`config.mk`:
```
export PLATFORM = sky130hd
export DESIGN_NAME = c64_bus_arbiter
export DESIGN_NICKNAME = d
export VERILOG_FILES = /design/src/rtl/c64_pkg.sv /design/src/rtl/bus_phase_gen.sv /design/src/rtl/c64_bus_arbiter.sv
export SDC_FILE = /design/constraint.sdc
export NUM_CORES = 1
export LEC_CHECK = 0
export BUFFER_PORTS_ARGS = -buffer_cell sky130_fd_sc_hd__clkbuf_2
export CORE_MARGIN = 2
export CORE_UTILIZATION = 26
export DETAILED_ROUTE_END_ITERATION = 16
export PLACE_DENSITY = 0.85
export SLEW_MARGIN = 5
export SYNTH_ARGS = -nofsm -noshare
export SYNTH_HDL_FRONTEND = slang
export SYNTH_SLANG_ARGS = --single-unit
```
`constraint.sdc`:
```
create_clock -name clk -period 2.1 [get_ports clk]
set_input_delay 0.21 -clock clk [delete_from_list [all_inputs] [get_ports clk]]
set_output_delay 0.21 -clock clk [all_outputs]
set_load 0.01 [all_outputs]
```
`src/rtl/c64_pkg.sv`:
```
// rtl/c64_pkg.sv - shared bus widths, phase constants and arbiter state encoding
package c64_pkg;
   localparam int ADDR_W = 16;
   localparam int DATA_W = 8;

   localparam logic PHI1 = 1'b0;
   localparam logic PHI2 = 1'b1;

   typedef enum logic [1:0] {
      CPU_OWN    = 2'd0,
      STEAL_WAIT = 2'd1,
      VIC_OWN    = 2'd2
   } arb_state_t;
endpackage

```
`src/rtl/bus_phase_gen.sv`:
```
// rtl/bus_phase_gen.sv - phi1/phi2 phase toggle, one phase per clk
module bus_phase_gen
   import c64_pkg::*;
(
   input  logic clk,
   input  logic reset,
   output logic phi2,
   output logic phi2_end
);
   logic phase;

   always_ff @(posedge clk or posedge reset) begin
      if (reset) phase <= PHI1;
      else       phase <= ~phase;
   end

   assign phi2     = (phase == PHI2);
   // The edge closing the current cycle ends a phi2 phase exactly when we are in phi2.
   assign phi2_end = (phase == PHI2);
endmodule

```
`src/rtl/c64_bus_arbiter.sv`:
```
// rtl/c64_bus_arbiter.sv - CPU/VIC-II memory bus arbiter with BA/AEC cycle stealing
// Optional feature macro: ARB_STEAL_EN (undefined: CPU always owns phi2).
module c64_bus_arbiter
   import c64_pkg::*;
#(
   parameter int STEAL_DELAY = 3
) (
   input  logic              clk,
   input  logic              reset,
   input  logic [ADDR_W-1:0] cpu_ab,
   input  logic [DATA_W-1:0] cpu_do,
   input  logic              cpu_we,
   input  logic [ADDR_W-1:0] vic_ab,
   input  logic              vic_steal_req,
   output logic              phi2,
   output logic              cpu_en,
   output logic              cpu_rdy,
   output logic              ba,
   output logic              vic_grant,
   output logic [ADDR_W-1:0] mem_ab,
   output logic [DATA_W-1:0] mem_do,
   output logic              mem_we
);
   logic phi2_end;

   bus_phase_gen u_phase (
      .clk      (clk),
      .reset    (reset),
      .phi2     (phi2),
      .phi2_end (phi2_end)
   );

`ifdef ARB_STEAL_EN
   localparam logic [2:0] CNT_INIT = (STEAL_DELAY == 0) ? 3'd0 : 3'(STEAL_DELAY - 1);

   arb_state_t state;
   logic [2:0] steal_cnt;

   always_ff @(posedge clk or posedge reset) begin
      if (reset) begin
         state     <= CPU_OWN;
         steal_cnt <= 3'd0;
      end else if (phi2_end) begin
         case (state)
            CPU_OWN: begin
               if (vic_steal_req) begin
                  if (STEAL_DELAY == 0) begin
                     state <= VIC_OWN;
                  end else begin
                     state     <= STEAL_WAIT;
                     steal_cnt <= CNT_INIT;
                  end
               end
            end
            STEAL_WAIT: begin
               if (!vic_steal_req)       state     <= CPU_OWN;
               else if (steal_cnt == 0)  state     <= VIC_OWN;
               else                      steal_cnt <= steal_cnt - 3'd1;
            end
            VIC_OWN: begin
               if (!vic_steal_req) state <= CPU_OWN;
            end
            default: state <= CPU_OWN;
         endcase
      end
   end

   // During the BA-low window only writes may complete; reads stall on RDY.
   always_comb begin
      ba        = (state == CPU_OWN);
      cpu_rdy   = ba;
      vic_grant = phi2 & (state == VIC_OWN);
      cpu_en    = phi2 & ((state == CPU_OWN) | ((state == STEAL_WAIT) & cpu_we));
   end
`else
   logic unused_steal;
   assign unused_steal = ^{vic_steal_req, phi2_end, 3'(STEAL_DELAY)};

   always_comb begin
      ba        = 1'b1;
      cpu_rdy   = 1'b1;
      vic_grant = 1'b0;
      cpu_en    = phi2;
   end
`endif

   assign mem_ab = cpu_en ? cpu_ab : vic_ab;
   assign mem_we = cpu_en & cpu_we;
   assign mem_do = cpu_do;
endmodule
```
==> impl_results.md, run 1 <==
* Status: finished clean
* WP data required at 1.89 ns
* Initial antenna violation count at 0
* Final Non-Filler Cells at 93
* Site Rows at 13
* RSZ-0062 raised after global routing: false
* GRT Util Overall at 0.1044
* Final TNS setup at 0 ns
* Worst Hold Class: in2async
* WL final at ~1000 um
* Share of cells above drive strength 1 at 0.9231
* Vias per cell at 4.108
* Drt pass-1 iters at 2
* Crit share post-route at 0.6910
* First-pass GRT wire length at 1545 um
* Core Region at between 1000 and 1500 um2
* Final Power at around 0.000098 W
* Hpwl dp at around 950 um
* Worst Setup Start Kind: flop
* Main area contributors after synthesis: mux2_4 32%, buf_4 24%, mux2_2 24%, dfrtp_1 6.6%, buf_12 5.3%
* Largest net degree at the start of global routing at 11
* DR iter-0 viols at 2
* Post-CTS Hold Buffers at 0
* Crit-path max FO at 10
* Place WS at 0.6343 ns
* Maximum clock frequency at around 690 MHz
* Via count of the routed design at between 300 and 400
* Hold Slack at 0.02555 ns
* Setup Fix Bufs, Post-CTS at 0
* Largest register FFs at 1
* Gr ovfl total at 0
* Mapped cell area at approximately 380 um2
* Worst setup EP type: output port
* Min Clock Period, post-route at roughly 1.5 ns
* Antenna-violating nets left at 0
* Worst VDD drop at 0.1085 mV
* Hold Fails Final Rpt at 0
* Distinct cell type count after synthesis at 9
* GPL Wtd Cong at around 0.65
* Ys Warns at 0
* Layout area overhead at 47.85%
* Number of port buffers at 53
* DR DRC count at 0
* Worst skew pair latency at 0 ns
* Resized cells post-CTS at 0
* Die Span X at approximately 42 um
* Inst Count DP at between 90 and 100
* Post-synthesis sequential area ratio at 0.06601
* Cells after Synth at 36
* Starting density of the core at 0.2842
* Post-synth top area cell: mux2_4
* Met1 WL at 338 um
* Max Cap Violations at 0
* Critical Path AT at approximately 1.2 ns
* Power per cell area at 175.3 nW/um2
* I/O pins at 74
* Vias in the first global route at roughly 370
* Critical path type: reg2out
* Die Y-Extent at 42.19 um
* Antenna cell count at 0
* Leakage at around 0.38 nW
* CTS clk-pin slew, worst paths at 0 ns
* Setup WS post-layout at approximately 0.65 ns
* Die area at roughly 1800 um2
* Average size of a mapped cell at ~11 um2
* Slew Viols, Final at 0
* Final setup violation count at 0
* WL per Instance at 10.69 um
* Max Used Layer: met3
* Final Skew at 0 ns
* Final-layout fill cell count at between 150 and 200
* Share of Yosys cell area claimed by the top area cell type at 0.3168
* Routed wl met2 at about 530 um
* Final net count at between 100 and 150
* #FFs+latches synth at 1
* Met3 WL at about 120 um
-- report_power, final --
group,switching [W],internal [W]
combinational,0.0000293,0.0000494
clock,0,0
sequential,0,0.0000196
total,0.0000293,0.0000690
-- cells in the final DEF (no fill, tap or decap) --
cell type / instances
and2_2: 1
mux2_4: 8
buf_4: 2
mux2_2: 8
clkbuf_2: 53
conb_1: 3
dfrtp_1: 1
inv_1: 2
-- layout make-up --
type | instances | area (um2) | share of cell area
inverters | 2 | 7.507 | 0.01339
repair buffers | 55 | 280.3 | 0.5000
well taps | 15 | 18.77 | 0.03348
flip-flops and latches | 1 | 25.02 | 0.04464
multi-input cells | 20 | 229.0 | 0.4085
-- critical path, stage by stage (launching register included) --
cell and delay (ns):
dfrtp_1 0.51, buf_4 0.25, mux2_2 0.35, clkbuf_2 0.13
-- cells in the mapped netlist --
library cell and number:
mux2_4 8, inv_1 2, buf_6 1, dfrtp_1 1, conb_1 2, buf_12 1, and2_2 1, buf_4 12
mux2_2 8
-- cell families after synthesis --
family / count (synthesis) / share of synthesized area
buffers and inverters: 16 / 0.3400
DFF: 1 / 0.06600
and+or+nand+nor: 1 / 0.01981
other: 2 / 0.01981
muxes: 16 / 0.5545
-- metal layers --
metal,global-route usage,up-vias
met4,0.02500,0
met1,0.1196,163
li1,-,187
met3,0.02586,0
met2,0.1908,32
met5,0,-
-- through the flow --
| step | utilization | instance area, um2 |
|---|---|---|
| floorplan | - | 382.9 |
| detailed placement | 0.4203 | 560.5 |
| global placement | 0.4203 | 560.5 |
| CTS | 0.4203 | 560.5 |
| finish | 0.4203 | 560.5 |
| global route | 0.4203 | 560.5 |
-- final timing paths --
kind                              start            to  slack, ns  depth (start not counted)
setup / recovery           u_phase.phi2     mem_ab[1]       0.65                          3
hold / removal                    reset  u_phase.phi2       0.03                          2
setup reg to reg           u_phase.phi2  u_phase.phi2       1.39                          1
hold reg to reg            u_phase.phi2  u_phase.phi2       0.60                          1
max in group asynchronous         reset  u_phase.phi2       1.99                          2
min in group clk              cpu_do[1]     mem_do[1]       0.42                          0
(Power assumes the default switching activity.)
==> run 2: changes to the inputs <==
- ABC_AREA: not set -> 1
- CORE_UTILIZATION: 26 -> 24
- PLACE_DENSITY: 0.85 -> 0.8
- clock period: 2.1 -> 1.35 ns (I/O delays scaled with it)
==> run 2 against run 1 <==
- worst setup slack got worse by 0.49 ns
- largest power group unchanged
- sequential power grew 56%
- critical path depth is 1 higher
- register-to-register slack got worse by 0.89 ns
- combinational power up 49%
- global-route usage up 0.86 points
- die area rose by 5.9%
- critical endpoint is now mem_ab[0]
- cell count grew 38%
- highest routed layer is now met4
- worst hold slack better by 0.24 ns
- wire length up 5.0%
- flip-flop and latch count stayed put
- power up 50%
==> impl_results.md, run 2 <==
* GRT busiest layer: met2 (unchanged)
* WL per Instance at 8.156 um (was 10.69 um)
* Critical path's largest stage delay at 0.58 ns (was 0.51 ns)
* Maximum clock frequency at 841.8 MHz
* Simple logic cell fraction of the synthesized area at 0.5134 (was 0.01980)
* Share of cells above drive strength 1 at 0.5268 (was 0.9231)
* Number of port buffers at 53 (unchanged)
* Crit share post-route at 0.8800
* GR Layer Usage met2 at 0.2388 (was 0.1908)
* Min Clock Period, post-route at roughly 1.2 ns
* Commonest non-fill, non-tap cell in the layout: clkbuf_2 (unchanged)
* Post-synth EDFFs at 0 (unchanged)
* Met1 GRT Util at 0.1120 (was 0.1196)
* #FFs+latches synth at 1 (unchanged)
* Site Rows at 14 (was 13)
* Count leader, synth: nand2_1 (was buf_4)
* Distinct cell type count after synthesis at 10 (was 9)
* CTS clk-pin slew, worst paths at 0 ns (about the same)
* Die Y-Extent at 43.42 um (was 42.19 um)
* Top FF cell, synth: dfrtp_1 (unchanged)
* Final instance area at 556.8 um2 (was 560.5 um2)
* Slowest-stage cell, CP: dfrtp_1 (unchanged)
* DP Area at 546.8 um2 (was 560.5 um2)
* Main area contributors after synthesis: nand2_1 46%, buf_4 24%, dfrtp_1 6.7%, nand2_2 5.0%, buf_8 4.0% (was mux2_4 32%, buf_4 24%, mux2_2 24%, dfrtp_1 6.6%, buf_12 5.3%)
* Worst setup EP type: output port (unchanged)
* Core Region at 1489 um2 (was 1334 um2)
* Power per cell area at 264.3 nW/um2 (was 175.3 nW/um2)
* Worst Hold Class: in2out (was in2async)
* Area share of fa/ha/maj cells after synthesis at 0 (unchanged)
* Hold Fails Final Rpt at 0 (unchanged)
* Layout area overhead at 49.33% (was 47.85%)
* Hold Slack at 0.2700 ns (was 0.02555 ns)
* Crit-path cells: buf_4 > nand2_1 > nand2_1 > clkbuf_2 (was buf_4 > mux2_2 > clkbuf_2)
* Via count of the routed design at 518 (was 382)
* Initial antenna violation count at 0 (unchanged)
* Post-synth top area cell: nand2_1 (was mux2_4)
* Xor/xnor share of the synthesized area at 0 (unchanged)
* Post-synthesis sequential area ratio at 0.06711 (was 0.06601)
* Critical Path AT at 1.05 ns (was 1.24 ns)
* CP most frequent cell: nand2_1
* First-pass GRT wire length at 1738 um (was 1545 um)
* Post-synth top cells: 46 x nand2_1, 12 x buf_4, 3 x nand2_2, 2 x conb_1, 2 x inv_1 (was 12 x buf_4, 8 x mux2_2, 8 x mux2_4, 2 x conb_1, 2 x inv_1)
* Inst Count DP at 127 (was 93)
* Gr ovfl total at 0 (unchanged)
* Antenna-violating nets left at 0 (unchanged)
* Ys Warns at 0 (unchanged)
* Final TNS setup at 0 ns (unchanged)
* Share of Yosys cell area claimed by the top area cell type at 0.4631 (was 0.3168)
* Largest family of logic cells by synthesized area: simple AND/OR/NAND/NOR gates (was multiplexers)
* Setup Fix Bufs, Post-CTS at 0 (unchanged)
* Starting density of the core at 0.2504 (was 0.2842)
* I/O pins at 74 (unchanged)
* Slew Viols, Final at 0 (unchanged)
* Die area at 1885 um2 (was 1780 um2)
* RSZ-0062 raised after global routing: false (unchanged)
* Final-layout fill cell count at 170 (was 151)
* DR iter-0 viols at 5 (was 2)
* Average size of a mapped cell at 5.327 um2 (was 10.53 um2)
* Final Power at 0.0001472 W (was 0.00009826 W)
* GPL Wtd Cong at 0.6559 (was 0.6530)
* Vias per cell at 4.047 (was 4.108)
* GR Util met3 at 0.01250 (was 0.02586)
* Cells after Synth at 70 (was 36)
* Highest-count cells in the layout ignoring fill and taps: 53 x clkbuf_2, 46 x nand2_1, 3 x nand2_2, 3 x conb_1 (was 53 x clkbuf_2, 8 x mux2_4, 8 x mux2_2)
* Max Cap Violations at 0 (unchanged)
* Mux share of post-synthesis cell area at 0 (was 0.5545)
* Worst Setup Start Kind: flop (unchanged)
* Vias in the first global route at 465 (was 371)
* GRT Util Overall at 0.1130 (was 0.1044)
* Final Skew at 0 ns (unchanged)
* DR DRC count at 0 (unchanged)
* Largest register FFs at 1 (unchanged)
* WL final at 1044 um (was 994 um)
* Final setup violation count at 0 (unchanged)
* Antenna cell count at 0 (unchanged)
* Ys async rst share at 1.000 (unchanged)
* Worst skew pair latency at 0 ns (about the same)
* Largest net degree at the start of global routing at 18 (was 11)
* Worst VDD drop at 0.1678 mV (was 0.1085 mV)
* Mapped cell area at 372.9 um2 (was 379.1 um2)
* WP data required at 1.22 ns (was 1.89 ns)
* Final net count at 158 (was 124)
* Hpwl dp at 941.2 um (was 947.7 um)
* Status: finished clean (unchanged)
* Die Span X at 43.42 um (was 42.19 um)
* Leakage at 0.4090 nW (was 0.3769 nW)
* Critical path type: reg2out (unchanged)
* Crit-path max FO at 9 (was 10)
* Synth Area in Compound Gates at 0 (unchanged)
* Final Non-Filler Cells at 128 (was 93)
* Drt pass-1 iters at 3 (was 2)
-- run 2: changes by cell type in the layout (fill, tap and decap cells not counted) --
| cell | delta |
|---|---|
| nand2_1 | +46 |
| mux2_2 | -8 |
| mux2_4 | -8 |
| nand2_2 | +3 |
| and2_2 | -1 |
| dlygate4sd3_1 | +1 |
| inv_8 | +1 |
-- run 2: where the power goes --
group	switching [W]	internal, W	total [W]
clock network	0	0	0
registers	0	0.0000305	0.0000305
logic	0.0000521	0.0000645	0.000117
total	0.0000521	0.0000951	0.000147
-- run 2: layout make-up --
type | count | area, um2 | area share
Multi-Input combinational cell | 52 | 202.7 | 0.3640
Tap cell | 16 | 20.02 | 0.03596
Inverter | 3 | 18.77 | 0.03371
Sequential cell | 1 | 25.02 | 0.04494
Timing Repair Buffer | 56 | 290.3 | 0.5213
-- run 2: timing repair --
item / 4_1_cts / 5_1_grt
hold buffers: 1 / 0
gates resized for setup: 0 / 0
hold endpoints to repair: 1 / 0
-- run 2: worst paths after layout --
kind                              startpoint           end  slack [ns]  cells past startpoint
worst max-delay path            u_phase.phi2     mem_ab[0]        0.16                      4
worst min-delay path               cpu_do[5]     mem_do[5]        0.27                      0
worst max register to register  u_phase.phi2  u_phase.phi2        0.50                      1
worst min register to register  u_phase.phi2  u_phase.phi2        0.75                      1
max in group asynchronous              reset  u_phase.phi2        0.75                      3
min in group asynchronous              reset  u_phase.phi2        0.51                      3
-- run 2: critical path: cells and delay by family (launching register included) --
kind	cells	cell delay [ns]
flops	1	0.58
buf+inv	2	0.35
simple gates	2	0.12
-- run 2: kinds of logic after synthesis --
family                 after synthesis
and+or+nand+nor                     49
other                                2
DFF                                  1
buffers and inverters               18
-- run 2: stage by stage --
stage / util / setup WS [ns]
2_1_floorplan: - / 0.3373
3_3_place_gp: 0.3672 / 0.1606
3_5_place_dp: 0.3672 / 0.1424
4_1_cts: 0.3740 / 0.1452
5_1_grt: 0.3740 / 0.04253
6_report: 0.3740 / 0.1621
-- run 2: per-layer routing --
layer	vias up	share of wire
met4	0	0.0086
met5	-	0
met3	4	0.090
met2	25	0.55
li1	273	-
met1	216	0.35
==> run 3: changes to the inputs <==
- BUFFER_PORTS_ARGS: -buffer_cell sky130_fd_sc_hd__clkbuf_2 -> not set
- CORE_AREA: not set -> 2 2 39 41
- CORE_MARGIN: 2 -> not set
- CORE_UTILIZATION: 24 -> not set
- CTS_BUF_LIST: not set -> sky130_fd_sc_hd__clkbuf_4 sky130_fd_sc_hd__clkbuf_8
- DIE_AREA: not set -> 0 0 41 43
- DONT_BUFFER_PORTS: not set -> 1
- PLACE_DENSITY: 0.8 -> 0.43
==> run 3 against run 2 <==
- wire length shrank 33%
- power decreased by 48%
- cell count is 41% lower
- worst hold slack is essentially flat
- utilization is 16 points lower
- clock skew did not move
- worst setup slack improved by 0.15 ns
- flip-flop and latch count did not move
- register-to-register slack about the same
- final area fell by 48%
- critical endpoint is now mem_ab[13]
==> impl_results.md, run 3 (synthesis results as in run 2) <==
* RSZ-0062 raised after global routing: false (unchanged)
* Largest register FFs at 1 (unchanged)
* Layout Utilization at 0.2107 (was 0.3740)
* Critical Path AT at 0.90 ns (was 1.05 ns)
* Worst skew pair latency at 0 ns (about the same)
* First-pass GRT wire length at 821 um (was 1738 um)
* Status: finished clean (unchanged)
* CP most frequent cell: nand2_1 (unchanged)
* Final Skew at 0 ns (unchanged)
* Drt pass-1 iters at 2 (was 3)
* Hpwl dp at 609.3 um (was 941.2 um)
* Share of cells above drive strength 1 at 0.1017 (was 0.5268)
* Crit Reg-Reg Startpoint: u_phase.phi2 (unchanged)
* Final net count at 105 (was 158)
* Slowest-stage cell, CP: dfrtp_1 (unchanged)
* Vias per cell at 4.387 (was 4.047)
* CTS clk-pin slew, worst paths at 0 ns (about the same)
* Post-CTS Hold Buffers at 1 (unchanged)
* Worst VDD drop at 0.06128 mV (was 0.1678 mV)
* Gr ovfl total at 0 (unchanged)
* Core Region at 1384 um2 (was 1489 um2)
* Via count of the routed design at 329 (was 518)
* R2R Path End: u_phase.phi2 (unchanged)
* Layout area overhead at -21.81% (was 49.33%)
* Die Span X at 41 um (was 43.42 um)
* Starting density of the core at 0.2694 (was 0.2504)
* DR DRC count at 0 (unchanged)
* Commonest non-fill, non-tap cell in the layout: nand2_1 (was clkbuf_2)
* Final-layout fill cell count at 170 (unchanged)
* Crit-path cells: buf_4 > inv_8 > nand2_1 > nand2_1 (was buf_4 > nand2_1 > nand2_1 > clkbuf_2)
* Worst Hold Class: in2out (unchanged)
* GRT Util Overall at 0.06094 (was 0.1130)
* Final setup violation count at 0 (unchanged)
* DR iter-0 viols at 1 (was 5)
* Antenna cell count at 0 (unchanged)
* Slew Viols, Final at 0 (unchanged)
* Final instance area at 291.5 um2 (was 556.8 um2)
* Initial antenna violation count at 0 (unchanged)
* Crit-path max FO at 17 (was 9)
* I/O pins at 74 (unchanged)
* Critical path's largest stage delay at 0.41 ns (was 0.58 ns)
* Vias in the first global route at 221 (was 465)
* Resized cells post-CTS at 0 (unchanged)
* Highest-count cells in the layout ignoring fill and taps: 46 x nand2_1, 3 x nand2_2, 3 x conb_1 (was 53 x clkbuf_2, 46 x nand2_1, 3 x nand2_2, 3 x conb_1)
* Worst Setup Start Kind: flop (unchanged)
* Die Y-Extent at 43 um (was 43.42 um)
* WP data required at 1.22 ns (about the same)
* Max Cap Violations at 0 (unchanged)
* Crit path to: mem_ab[13] (was mem_ab[0])
* Largest net degree at the start of global routing at 18 (unchanged)
* Hold Fails Final Rpt at 0 (unchanged)
* Hold Slack at 0.2700 ns (about the same)
* Reg-to-reg setup timing slack at 0.50 ns (about the same)
* Site Rows at 14 (unchanged)
* Critical path type: reg2out (unchanged)
* Crit share post-route at 0.7666 (was 0.8800)
* Setup Fix Bufs, Post-CTS at 0 (unchanged)
* DP Area at 281.5 um2 (was 546.8 um2)
* Min Clock Period, post-route at 1.035 ns (was 1.188 ns)
* Antenna-violating nets left at 0 (unchanged)
* Final Power at 0.00007714 W (was 0.0001472 W)
* Crit path buf inv count at 2 (unchanged)
* GPL Wtd Cong at 0.6852 (was 0.6559)
* WL final at 702 um (was 1044 um)
* Leakage at 0.1899 nW (was 0.4090 nW)
* WL per Instance at 9.360 um (was 8.156 um)
* Critical path launch point: u_phase.phi2 (unchanged)
* Power per cell area at 264.6 nW/um2 (was 264.3 nW/um2)
* CP top delay family: flip-flops (unchanged)
* WP depth at 4 (unchanged)
* Die area at 1763 um2 (was 1885 um2)
* Reg2Reg Depth at 2 (was 1)
* Worst setup EP type: output port (unchanged)
* Final TNS setup at 0 ns (unchanged)
* Maximum clock frequency at 966.3 MHz (was 841.8 MHz)
* Number of port buffers at 0 (was 53)
## run 3: cell count changes in the layout (fill, tap and decap cells not counted)
cell / previous run / this run
clkbuf_2: 53 / 0
## run 3: per-layer routing
metal	share of wire	track usage	wire length, um	vias to the layer above
met1	0.30	0.06329	214	122
met2	0.49	0.1188	344	41
met5	0	0	0	-
met4	0	0	0	0
met3	0.20	0.01571	143	0
li1	-	-	-	166
## run 3: worst min-delay path by stage
stage | start | end | cells after the start
3_5_place_dp | reset | u_phase.phi2 | 1
5_1_grt | cpu_do[2] | mem_do[2] | 0
2_1_floorplan | reset | u_phase.phi2 | 1
6_report | cpu_do[0] | mem_do[0] | 0
4_1_cts | cpu_do[0] | mem_do[0] | 0
3_3_place_gp | reset | u_phase.phi2 | 1
## run 3: layout make-up
type | instances | area, um2 | share of cell area
Sequential cell | 1 | 25.02 | 0.08584
Inverter | 3 | 18.77 | 0.06438
Timing Repair Buffer | 3 | 25.02 | 0.08584
Multi-Input combinational cell | 52 | 202.7 | 0.6953
Tap cell | 16 | 20.02 | 0.06867
## run 3: stage by stage
step,worst slack [ns],std cells
floorplan,0.3373,71
global placement,0.3160,74
detailed placement,0.3002,74
CTS,0.2977,75
global route,0.2048,75
finish,0.3151,75
## run 3: power by group
part            total, W  internal, W  switching [W]
clock                  0            0              0
combinational  0.0000466    0.0000141      0.0000325
sequential     0.0000305    0.0000305              0
